<file path="src/rtl/imm_ext_if.sv">
// Handshake bundle for imm_ext_pipe: request side (Imm/ExtMode) and result side (DataExt).
// The producer/consumer environment uses the master modport, and the pipe uses the slave modport.
interface imm_ext_if #(
  parameter int IN_W  = 16,
  parameter int OUT_W = 32
);
  logic [IN_W-1:0]  Imm;
  logic [1:0]       ExtMode;
  logic             InValid;
  logic             InReady;
  logic [OUT_W-1:0] DataExt;
  logic             OutValid;
  logic             OutReady;
  logic [15:0]      XferCnt;

  modport master (
    output Imm, ExtMode, InValid, OutReady,
    input  InReady, DataExt, OutValid, XferCnt
  );

  modport slave (
    input  Imm, ExtMode, InValid, OutReady,
    output InReady, DataExt, OutValid, XferCnt
  );
endinterface

</file>
<file path="src/rtl/imm_ext_pipe.sv">
// Immediate extender with a 2-entry result FIFO (1-cycle latency, ready/valid on both sides).
// Optional output-transfer counter enabled by macro IMM_EXT_XFER_CNT_EN.
module imm_ext_pipe #(
  parameter int IN_W  = 16,
  parameter int OUT_W = 32
) (
  input  logic       CLK,
  input  logic       RST_n,
  imm_ext_if.slave   bus
);

  typedef enum logic [1:0] {
    EMPTY = 2'd0,
    ONE   = 2'd1,
    FULL  = 2'd2
  } occState_t;

  occState_t        state, stateNext;
  logic [OUT_W-1:0] mem [2];
  logic             wrPtr, rdPtr;
  logic             push, pop;
  logic             inReady, outValid;
  logic [OUT_W-1:0] extVal;
  logic [OUT_W-1:0] sext;

  always_comb begin
    sext   = {{(OUT_W-IN_W){bus.Imm[IN_W-1]}}, bus.Imm};
    extVal = '0;
    case (bus.ExtMode)
      2'b00:   extVal = {{(OUT_W-IN_W){1'b0}}, bus.Imm};
      2'b01:   extVal = sext;
      2'b10:   extVal = {bus.Imm, {(OUT_W-IN_W){1'b0}}};
      default: extVal = {sext[OUT_W-3:0], 2'b00};
    endcase
  end

  // Ready depends only on registered state, so a pop in FULL cannot admit a same-cycle push.
  always_comb begin
    stateNext = state;
    inReady   = 1'b0;
    outValid  = 1'b0;
    case (state)
      EMPTY: inReady = 1'b1;
      ONE: begin
        inReady  = 1'b1;
        outValid = 1'b1;
      end
      FULL:    outValid = 1'b1;
      default: ;
    endcase

    push = bus.InValid & inReady;
    pop  = outValid & bus.OutReady;

    case ({push, pop})
      2'b10: begin
        case (state)
          EMPTY:   stateNext = ONE;
          ONE:     stateNext = FULL;
          default: stateNext = state;
        endcase
      end
      2'b01: begin
        case (state)
          FULL:    stateNext = ONE;
          ONE:     stateNext = EMPTY;
          default: stateNext = state;
        endcase
      end
      default: stateNext = state;
    endcase
  end

  always_ff @(posedge CLK or negedge RST_n) begin
    if (!RST_n) begin
      state <= EMPTY;
      wrPtr <= 1'b0;
      rdPtr <= 1'b0;
      for (int unsigned i = 0; i < 2; i++) begin
        mem[i] <= '0;
      end
    end else begin
      state <= stateNext;
      if (push) begin
        mem[wrPtr] <= extVal;
        wrPtr      <= ~wrPtr;
      end
      if (pop) begin
        rdPtr <= ~rdPtr;
      end
    end
  end

  assign bus.InReady  = inReady;
  assign bus.OutValid = outValid;
  assign bus.DataExt  = (state == EMPTY) ? '0 : mem[rdPtr];

`ifdef IMM_EXT_XFER_CNT_EN
  logic [15:0] xferCnt;

  always_ff @(posedge CLK or negedge RST_n) begin
    if (!RST_n) begin
      xferCnt <= '0;
    end else if (pop && (xferCnt != 16'hFFFF)) begin
      xferCnt <= xferCnt + 16'd1;
    end
  end

  assign bus.XferCnt = xferCnt;
`else
  assign bus.XferCnt = '0;
`endif

endmodule

</file>
<file path="src/flat_wrapper.sv">
// flat-port wrapper written by rule: the top's interface ports become plain ports
module imm_ext_pipe_flat 
#(
  parameter int IN_W  = 16,
  parameter int OUT_W = 32
)
  (CLK, RST_n, bus_Imm, bus_ExtMode, bus_InValid, bus_OutReady, bus_InReady, bus_DataExt, bus_OutValid, bus_XferCnt);
  imm_ext_if #(.IN_W(IN_W), .OUT_W(OUT_W)) bus_i ();
  input  logic CLK;
  input  logic RST_n;
  input wire logic [$bits(bus_i.Imm)-1:0] bus_Imm;
  input wire logic [$bits(bus_i.ExtMode)-1:0] bus_ExtMode;
  input wire logic [$bits(bus_i.InValid)-1:0] bus_InValid;
  input wire logic [$bits(bus_i.OutReady)-1:0] bus_OutReady;
  output wire logic [$bits(bus_i.InReady)-1:0] bus_InReady;
  output wire logic [$bits(bus_i.DataExt)-1:0] bus_DataExt;
  output wire logic [$bits(bus_i.OutValid)-1:0] bus_OutValid;
  output wire logic [$bits(bus_i.XferCnt)-1:0] bus_XferCnt;
  assign bus_i.Imm = bus_Imm;
  assign bus_i.ExtMode = bus_ExtMode;
  assign bus_i.InValid = bus_InValid;
  assign bus_i.OutReady = bus_OutReady;
  assign bus_InReady = bus_i.InReady;
  assign bus_DataExt = bus_i.DataExt;
  assign bus_OutValid = bus_i.OutValid;
  assign bus_XferCnt = bus_i.XferCnt;
  imm_ext_pipe #(.IN_W(IN_W), .OUT_W(OUT_W)) u_core (.CLK(CLK), .RST_n(RST_n), .bus(bus_i));
endmodule
</file>
<file path="config.mk">
export PLATFORM = sky130hd
export DESIGN_NAME = imm_ext_pipe_flat
export DESIGN_NICKNAME = d
export VERILOG_FILES = /design/src/rtl/imm_ext_if.sv /design/src/rtl/imm_ext_pipe.sv /design/src/flat_wrapper.sv
export SDC_FILE = /design/constraint.sdc
export NUM_CORES = 1
export LEC_CHECK = 0
export ABC_AREA = 1
export CAP_MARGIN = 5
export CORE_ASPECT_RATIO = 1.2
export CORE_MARGIN = 2
export CORE_UTILIZATION = 30
export CTS_CLUSTER_SIZE = 40
export DETAILED_ROUTE_END_ITERATION = 16
export GPL_TIMING_DRIVEN = 0
export PLACE_DENSITY_LB_ADDON = 0.05
export SKIP_CTS_REPAIR_TIMING = 1
export SLEW_MARGIN = 15
export SYNTH_ARGS = -nofsm -noshare
export SYNTH_HDL_FRONTEND = slang
export SYNTH_SLANG_ARGS = --single-unit
</file>
<file path="constraint.sdc">
create_clock -name CLK -period 3.25 [get_ports CLK]
set_input_delay 0.4875 -clock CLK [delete_from_list [all_inputs] [get_ports CLK]]
set_output_delay 0.4875 -clock CLK [all_outputs]
set_load 0.005 [all_outputs]
</file>
# Word-level counts from Yosys, hierarchy flattened
# Cells that the tools add are included.
# word_totals
wordCells,42
inputBits,22
regBits,68
output_inout_bits,50
# classes
order_cmp,3
reduce_logical,7
n_eq_ne,8
n_mux,13
n_bitwise,6
# op_table
operator,count
32-bit 2-to-1 mux,5
32-bit one-hot mux with 3 select lines,1
64-bit bitwise mux,1
32-bit demux with 1-bit select,1
2-bit one-hot mux with 2 select lines,3
2-bit by 1-bit == test with 1-bit output (second input constant),3
2-bit == test (second input constant),3
3-bit by 1-bit != test with 1-bit output (second input constant),2
2-bit >= comparator (second input constant),2
2-bit zero test,2
1-bit NOT with 2-bit output,2
2-bit OR reduction,2
3-bit AND reduction,1
1-bit bitwise AND,2
2-bit by 1-bit < comparator with 1-bit output (second input constant),1
1-bit 2-to-1 mux,2
1-bit NOT,2
2-bit nonzero test,1
1-bit logical AND,1

# Longest topological paths before layout
# Gate-level depths: netlist (run 1).
# logic_depth
word_depth,7
mapped_depth,9
depth_no_buf,9

# Worst setup path after synthesis (run 1)
# Ideal clock, no wire load.
# synth_path
kind,register to output
from,register u_core.state[0]
to,output port bus_DataExt[10]
stages_incl_launch_ff,7
n_path_buf,1
arrival_ns,1.174
required_time_ns,2.762
setup_slack_ns,1.589
cell_sequence,dfrtp_1 > inv_1 > ha_1 > inv_1 > clkbuf_1 > o21ai_0 > nor2_1
# synth_via
elab_chain_len,2
# synth_lines
element,line_no,rtl
"start, declared",imm_ext_pipe.sv:18,"occState_t state, stateNext;"
"start signal, assigned",imm_ext_pipe.sv:83,state <= stateNext;
2-bit zero test,imm_ext_pipe.sv:96,assign bus.DataExt = (state == EMPTY) ? '0 : mem[rdPtr];
32-bit 2-to-1 mux,imm_ext_pipe.sv:96,
"end, declared",flat_wrapper.sv:16,output wire logic [$bits(bus_i.DataExt)-1:0] bus_DataExt;
# Every way passes these cells.

# Worst setup path in the final report (run 1)
# layout_path
from,register u_core.state[0]
to,output port bus_DataExt[17]
# Same word-level chain as after synthesis.

==> results.yml, run 1 <==
pwr:
  peakVddDrop_mv: 0.417
  p_clk_frac: 0.213
  pwr-share-seq: 0.302
  leakagePower_nw: 2.52
  power.density_nw_per_um2: 961
  switching_power_mw: 1.74
  switching_share: 0.378
  p_comb_frac: 0.485
  internal-power_mw: 2.86
worst_setup_path:
  path_cells: "inv_1 -> ha_1 -> inv_1 -> clkbuf_1 -> o21ai_0 -> nor2_1 -> clkdlybuf4s50_1"
  worstSetupEndpointType: "output port"
  cp_slowest_cell: "clkdlybuf4s50_1"
  cp-start-kind: "flip-flop"
  crit_path_start: "u_core.state[0]"
  cp.arrival_ns: 2.44
  required_ns: 2.76
  path_class: "flip-flop to output port"
  cp_slowest_stage_delay_ns: 0.54
  regToRegStartpoint: "u_core.state[0]"
  path_common_cell: "inv_1"
  crit_path_max_fanout: 10
timing:
  timing.fmax_mhz: 341
  setup_ws_ns: 0.321
  worstMarginPinSlew_ns: 0.611
  slew_headroom: 0.593
  setup_viol: 0
  period_minus_slack_ns: 2.93
  finalCritPeriodShare: 0.901
  rsz0062_at_grt: "false"
  finalHoldViolCount: 0
  fin_skew_ns: 0.00613
  report.final.slew_viol_count: 0
clock_tree:
  clock_sinks: 68
  cts_buffers: 9
  root_buffer: "clkbuf_16"
  clk_pin_slew_worst_paths_ns: 0.06
  clock_latency_ns: 0.34
  cts-htree-levels: 3
  clk_path_buf_depth: 2
  tritoncts: "built"
place:
  place.gp.congestion: 0.836
  dp_hpwl_um: 7810
  io_buffers: 54
  place_ws_ns: 0.635
synth:
  synth_edf_count: 0
  synth_async_sr_flop_share: 1.00
  yosysSeqAreaShare: 0.463
  synth_cells: 504
  ys_types: 24
  netlist_area_um2: 3670
  ys_warn_count: 0
  avgSynthCellArea_um2: 7.29
  yosys-top-cells-area: "dfrtp_1 46%, nand2_1 22%, nor2_1 6.8%"
  yosysTopAreaCell: "dfrtp_1"
  synth_ff_type: "dfrtp_1"
  ys_ff_latch: 68
  yosysTopAreaCellShare: 0.463
floorplan:
  io-pin-count: 72
  fp.coreArea_um2: 12000
  dieArea_um2: 13200
  die_x_um: 105
  rows: 44
  die_h_um: 125
  initial_utilization: 0.306
global_routing:
  grt_pass1_vias: 3265
  antenna_found_initial: 0
  track_usage: 0.169
  overflow: 0
  grt_pass1_wl_um: 17200
  grt_max_degree: 44
route:
  wl_um: 10700
  drt-vias-per-instance: 4.37
  drcViolationCount: 0
  drtIter0Drc: 178
  first_pass_iters: 4
  ant_nets: 0
  vias: 3271
  wire_per_inst_um: 14.2
cells_and_area:
  syn_to_final_growth_pct: 30.3
  final_util: 0.399
  fill_cells: 1318
  nets: 611
  drive_gt1_frac: 0.102
  antenna_cells: 0
hold_path:
  min_path_type: "input pin to asynchronous set/reset pin"
run_status:
  status: "finished, final reports clean"
flow_run:
  cap_violations: 0
cell families after synthesis:
family,Yosys count,synth area share
AND/OR/NAND/NOR,300,0.324
buffers and inverters,69,0.109
flip-flops,68,0.463
AO/OA/AOI/OAI,61,0.0868
adder cells (fa/ha/maj),4,0.0136
XOR/XNOR,1,0.00238
other,1,0.00102
cells in the mapped netlist (2+ instances only):
cell type / count
nand2_4: 2
o21ai_0: 38
buf_2: 7
nor2_4: 2
clkbuf_1: 9
o21ai_1: 21
nand4_1: 2
dfrtp_1: 68
buf_6: 9
inv_2: 3
ha_1: 4
nor2_1: 67
nand2_1: 218
inv_1: 23
buf_4: 17
nand3_1: 6
worst max-delay path, delay by kind of cell, from the launching register on:
family | cells | cell delay [ns]
buffers and inverters | 4 | 1.16
AND/OR/NAND/NOR | 1 | 0.16
flip-flops | 1 | 0.36
adder cells (fa/ha/maj) | 1 | 0.25
AO/OA/AOI/OAI | 1 | 0.16
layout by cell type, fill, tap and decap left out, drive strengths merged:
master	instances
ha	4
nand2	221
inv	27
clkdlybuf4s50	53
clkbuf	21
buf	35
dfrtp	68
nand3	6
nor2	71
nand4	2
xor2	1
bufinv	1
o21a	1
o21ai	60
clkinv	1
conb	16
final timing paths:
kind,endpoint,slack [ns],cells past startpoint
max,bus_DataExt[17],0.32,7
min,u_core.mem[4],0.06,1
max reg2reg,u_core.state[1],1.61,9
min reg2reg,u_core.mem[38],0.47,2
max in group asynchronous,u_core.mem[19],2.63,2
min in group CLK,u_core.mem[38],0.47,2
through the flow:
stage                     setup TNS, ns  power [mW]  hold slack, ns  instances  instance area [um2]
after global placement           -60.56        3.64           0.457        734                 4470
after global routing                  0        5.00          0.0811        749                 4790
after CTS                             0        4.68          0.0682        749                 4790
after floorplan                       0        2.64           0.192        519                 3730
after detailed placement              0        3.67           0.430        735                 4500
final                                 0        4.60          0.0643        749                 4790
routing by layer:
layer	vias to the layer above	GRT usage	part of all wire	routed length (um)
met3	12	0.0391	0.039	416
met4	0	0.0557	0.020	211
li1	1673	-	-	-
met2	79	0.267	0.47	4980
met1	1507	0.229	0.47	5050
met5	-	0	0	0
power by group through the flow:
| stage | Combinational, mW | Sequential, mW | Clock, mW |
|---|---|---|---|
| after global routing | 2.53 | 1.43 | 1.04 |
| after global placement | 2.25 | 1.39 | 0 |
| after detailed placement | 2.27 | 1.40 | 0 |
| after floorplan | 1.28 | 1.36 | 0 |
| final | 2.23 | 1.39 | 0.980 |
| after CTS | 2.29 | 1.39 | 1.00 |
flip-flops by register name (all words and copies together), names as in the netlist:
name and cells:
u_core.mem 64, u_core.state 2, u_core.rdPtr 1, u_core.wrPtr 1
area by class of cell:
type	count	area, um2	share of cell area
clock inverters	2	35.0	0.00731
multi-input cells	382	1630	0.340
clock buffers	12	256	0.0536
well taps	161	201	0.0421
plain buffers	42	298	0.0622
flip-flops and latches	68	1700	0.355
inverters	27	104	0.0217
repair buffers	55	566	0.118
Note: power is estimated with default switching activity, not from simulation.
==> inputs of run 2 (changes only) <==
--- a/config.mk
+++ b/config.mk
@@ -7,7 +7,7 @@
 export LEC_CHECK = 0
 export ABC_AREA = 1
 export CAP_MARGIN = 5
-export CORE_ASPECT_RATIO = 1.2
+export CORE_ASPECT_RATIO = 1.25
 export CORE_MARGIN = 2
 export CORE_UTILIZATION = 30
 export CTS_CLUSTER_SIZE = 40
==> run 2 against run 1 <==
Compared with the run above: combinational power hardly changed; register-to-register slack worse by 0.04 ns; highest routed layer unchanged; sequential cell count stayed put.
==> results.yml, run 2 (synthesis gave the netlist of run 1 again) <==
run_status:
  status: "finished, final reports clean"
worst_setup_path:
  crit_path_max_fanout: 10
  required_ns: 2.76
  path_common_cell: "inv_1"
  cp_slowest_cell: "clkdlybuf4s50_1"
  cp_slowest_stage_delay_ns: 0.52
  path_cells: "inv_1 -> ha_1 -> inv_1 -> clkbuf_1 -> o21ai_0 -> nor2_1 -> clkdlybuf4s50_1"
  cp-start-kind: "flip-flop"
  reg2regPathDepth: 9
  cp.arrival_ns: 2.47
  worstSetupEndpointType: "output port"
  path_class: "flip-flop to output port"
clock_tree:
  cts_buffers: 9
  clk_pin_slew_worst_paths_ns: 0.05
  cts-htree-levels: 3
  clock_sinks: 68
  tritoncts: "built"
  clk_path_buf_depth: 2
  root_buffer: "clkbuf_16"
  clock_latency_ns: 0.34
cells_and_area:
  drive_gt1_frac: 0.104
  most-common-layout-cells: "218 x nand2_1, 68 x dfrtp_1, 67 x nor2_1, 53 x clkdlybuf4s50_1, 38 x o21ai_0"
  antenna_cells: 0
  regMostFlops: "u_core.mem"
  final_util: 0.397
  largest_register_ffs: 64
  fin_area_um2: 4780
  largestRegisters: "u_core.mem (64), u_core.state (2)"
  syn_to_final_growth_pct: 30.2
  layout_commonest_cell: "nand2_1"
  nets: 611
global_routing:
  antenna_found_initial: 0
  grt_pass1_vias: 3202
  grt_pass1_wl_um: 17200
  overflow: 0
  track_usage: 0.174
  grt_max_degree: 37
route:
  drtIter0Drc: 172
  drt-vias-per-instance: 4.35
  wl_um: 10900
  wire_per_inst_um: 14.4
  drcViolationCount: 0
  vias: 3275
  ant_nets: 0
  first_pass_iters: 4
floorplan:
  rows: 45
  io-pin-count: 72
  dieArea_um2: 13200
  die_x_um: 103
  die_h_um: 128
  initial_utilization: 0.305
  fp.coreArea_um2: 12000
flow_run:
  cap_violations: 0
timing:
  finalCritPeriodShare: 0.912
  period_minus_slack_ns: 2.96
  whs_ns: 0.105
  rsz0062_at_grt: "false"
  tns_ns: 0
  slew_headroom: 0.613
  timing.fmax_mhz: 338
  worstMarginPinSlew_ns: 0.580
  fin_skew_ns: 0.00451
  finalHoldViolCount: 0
  setup_viol: 0
  report.final.slew_viol_count: 0
pwr:
  power.density_nw_per_um2: 958
  leakagePower_nw: 2.52
  peakVddDrop_mv: 0.307
place:
  dp_hpwl_um: 7860
  io_buffers: 54
  place_area_um2: 4490
  place.gp.congestion: 0.841
hold_path:
  min_path_type: "input pin to asynchronous set/reset pin"
run 2: cell count changes in the layout (fill, tap and decap cells not counted):
cell,before,now
buf_12,0,1
buf_16,1,0
bufinv_16,1,0
clkbuf_8,2,4
run 2: worst max-delay path: cells and delay by family (launching register included):
kind	cells	cell delay [ns]
buffers and inverters	4	1.17
adder cells (fa/ha/maj)	1	0.27
AND/OR/NAND/NOR	1	0.16
flip-flops	1	0.37
AO/OA/AOI/OAI	1	0.17
run 2: path summary, 6_finish.rpt:
path | start | endpoint | slack, ns
max in group asynchronous | RST_n | u_core.mem[47] | 2.57
max | u_core.state[0] | bus_DataExt[16] | 0.29
min | RST_n | u_core.state[0] | 0.10
max reg2reg | u_core.state[0] | u_core.state[0] | 1.57
min reg2reg | u_core.mem[52] | u_core.mem[52] | 0.47
min in group CLK | u_core.mem[52] | u_core.mem[52] | 0.47
run 2: report_power, final:
part           internal (mW)  leakage (nW)  switching, mW
Sequential              1.20         0.870          0.193
Clock                  0.595         0.145          0.358
Combinational           1.04          1.50           1.20
run 2: area by class of cell:
cell class                      count  area, um2
Timing Repair Buffer               55        558
Tap cell                          164        205
Fill cell                        1317       7270
Inverter                           27        104
Multi-Input combinational cell    382       1630
Clock inverter                      1       5.00
Clock buffer                       14        284
Buffer                             42        298
Sequential cell                    68       1700
run 2: layer usage:
| metal | track usage | up-vias | wire (um) |
|---|---|---|---|
| met5 | 0 | - | 0 |
| met4 | 0.0867 | 0 | 316 |
| met3 | 0.0234 | 20 | 419 |
| met2 | 0.267 | 74 | 5080 |
| met1 | 0.240 | 1507 | 5050 |
| li1 | - | 1674 | - |
run 2: per-stage QoR:
step / power [mW] / worst slack (ns) / std cells
floorplan: 2.64 / 1.59 / 519
global placement: 3.66 / -0.919 / 737
detailed placement: 3.68 / 0.638 / 738
CTS: 4.66 / 0.248 / 753
global route: 4.99 / 0.0596 / 753
finish: 4.58 / 0.288 / 753
==> inputs of run 3 (changes only) <==
--- a/config.mk
+++ b/config.mk
@@ -6,7 +6,6 @@
 export NUM_CORES = 1
 export LEC_CHECK = 0
 export ABC_AREA = 1
-export CAP_MARGIN = 5
 export CORE_ASPECT_RATIO = 1.25
 export CORE_MARGIN = 2
 export CORE_UTILIZATION = 30
@@ -14,8 +13,9 @@
 export DETAILED_ROUTE_END_ITERATION = 16
 export GPL_TIMING_DRIVEN = 0
 export PLACE_DENSITY_LB_ADDON = 0.05
+export SETUP_SLACK_MARGIN = 0.4
 export SKIP_CTS_REPAIR_TIMING = 1
-export SLEW_MARGIN = 15
+export SLEW_MARGIN = 10
 export SYNTH_ARGS = -nofsm -noshare
 export SYNTH_HDL_FRONTEND = slang
 export SYNTH_SLANG_ARGS = --single-unit
==> run 3 against run 2 <==
Compared with the run above: routed wire length fell by 0.11%; combinational power barely moved; critical path type unchanged; hold slack barely moved; critical path depth did not move; core utilization rose by 0.083 points; sequential power barely moved; largest cell class unchanged; sequential share of layout area fell by 0.074 points; non-clock buffer count did not move; register-to-register slack got worse by 0.02 ns.
==> results.yml, run 3 (synthesis gave the netlist of run 1 again) <==
clock_tree:
  cts-htree-levels: 3
  clock_latency_ns: 0.34
  tritoncts: "built"
  cts_buffers: 9
  clock_sinks: 68
  root_buffer: "clkbuf_16"
  clk_path_buf_depth: 2
  clk_pin_slew_worst_paths_ns: 0.05
cells_and_area:
  largestRegisters: "u_core.mem (64), u_core.state (2)"
  most-common-layout-cells: "218 x nand2_1, 68 x dfrtp_1, 67 x nor2_1, 53 x clkdlybuf4s50_1, 38 x o21ai_0"
  largest_register_ffs: 64
  nets: 611
  syn_to_final_growth_pct: 30.4
  drive_gt1_frac: 0.112
  layout.cells.non_filler: 753
  layout_commonest_cell: "nand2_1"
  regMostFlops: "u_core.mem"
  antenna_cells: 0
global_routing:
  grt_pass1_wl_um: 17200
  antenna_found_initial: 0
  track_usage: 0.174
  grt_max_degree: 37
  grt_pass1_vias: 3202
  overflow: 0
flow_run:
  cap_violations: 0
hold_path:
  min_path_type: "input pin to asynchronous set/reset pin"
timing:
  timing.fmax_mhz: 373
  worstMarginPinSlew_ns: 0.524
  period_minus_slack_ns: 2.68
  report.final.slew_viol_count: 0
  finalHoldViolCount: 0
  rsz0062_at_grt: "false"
  setup_viol: 0
  tns_ns: 0
  fin_skew_ns: 0.00404
  slew_headroom: 0.651
  finalCritPeriodShare: 0.826
route:
  wire_per_inst_um: 14.4
  drt-vias-per-instance: 4.33
  ant_nets: 0
  wl_um: 10800
  drtIter0Drc: 130
  drcViolationCount: 0
  first_pass_iters: 4
  vias: 3258
worst_setup_path:
  cp.depth: 7
  reg2regPathDepth: 9
  path_buf_inv: 4
  cp-start-kind: "flip-flop"
  path_class: "flip-flop to output port"
  required_ns: 2.76
  cp_slowest_stage_delay_ns: 0.53
  path_cells: "inv_1 -> ha_1 -> inv_2 -> buf_2 -> o21ai_0 -> nor2_1 -> clkdlybuf4s50_1"
  ff2ff_setup_slack_ns: 1.55
  crit_family: "buffers and inverters"
  cp_slowest_cell: "clkdlybuf4s50_1"
  crit_path_max_fanout: 10
  cp.arrival_ns: 2.20
  worstSetupEndpointType: "output port"
pwr:
  internal-power_mw: 2.85
  leakagePower_nw: 2.53
  p_comb_frac: 0.489
  total_power_mw: 4.60
  power.density_nw_per_um2: 959
  pwr-share-seq: 0.303
  p_clk_frac: 0.208
  switching_share: 0.381
  switching_power_mw: 1.75
  peakVddDrop_mv: 0.307
floorplan:
  initial_utilization: 0.305
  io-pin-count: 72
  dieArea_um2: 13200
  die_x_um: 103
  rows: 45
  die_h_um: 128
  fp.coreArea_um2: 12000
run_status:
  status: "finished, final reports clean"
place:
  dp_hpwl_um: 7860
  io_buffers: 54
  place.gp.congestion: 0.841
  placed_cells: 738
-- run 3: cell count changes in the layout (fill, tap and decap cells not counted), sizes merged --
cell and delta:
buf +1, clkbuf -1
-- run 3: path summary, 6_finish.rpt --
path / startpoint / endpoint
worst min-delay path: RST_n / u_core.state[0]
worst max-delay path: u_core.state[0] / bus_DataExt[26]
min in group CLK: u_core.mem[52] / u_core.mem[52]
max in group asynchronous: RST_n / u_core.mem[47]
worst min register to register: u_core.mem[52] / u_core.mem[52]
worst max register to register: u_core.state[0] / u_core.state[0]
-- run 3: final cells by class --
| cell class | count | area, um2 |
|---|---|---|
| repair buffers | 55 | 558 |
| flip-flops and latches | 68 | 1700 |
| inverters | 27 | 104 |
| plain buffers | 42 | 308 |
| clock buffers | 14 | 284 |
| fillers | 1315 | 7260 |
| clock inverters | 1 | 5.00 |
| multi-input cells | 382 | 1630 |
| well taps | 164 | 205 |
-- run 3: power by group through the flow --
stage / logic (mW) / registers, mW / clock network, mW
2_1_floorplan: 1.28 / 1.36 / 0
3_3_place_gp: 2.27 / 1.39 / 0
3_5_place_dp: 2.28 / 1.40 / 0
4_1_cts: 2.29 / 1.39 / 0.976
5_1_grt: 2.56 / 1.44 / 1.01
6_report: 2.25 / 1.39 / 0.954
-- run 3: stage by stage --
| step | utilization | hold slack [ns] | setup WS (ns) | cell area [um2] |
|---|---|---|---|---|
| after floorplan | - | 0.192 | 1.59 | 3730 |
| after global placement | 0.372 | 0.456 | -0.919 | 4480 |
| after detailed placement | 0.373 | 0.460 | 0.638 | 4490 |
| after CTS | 0.397 | 0.115 | 0.248 | 4780 |
| after global routing | 0.398 | 0.140 | 0.430 | 4790 |
| final | 0.398 | 0.104 | 0.566 | 4790 |
-- run 3: layer usage --
metal	track usage	part of all wire
met1	0.240	0.47
met2	0.267	0.47
met3	0.0234	0.031
met4	0.0867	0.027
met5	0	0
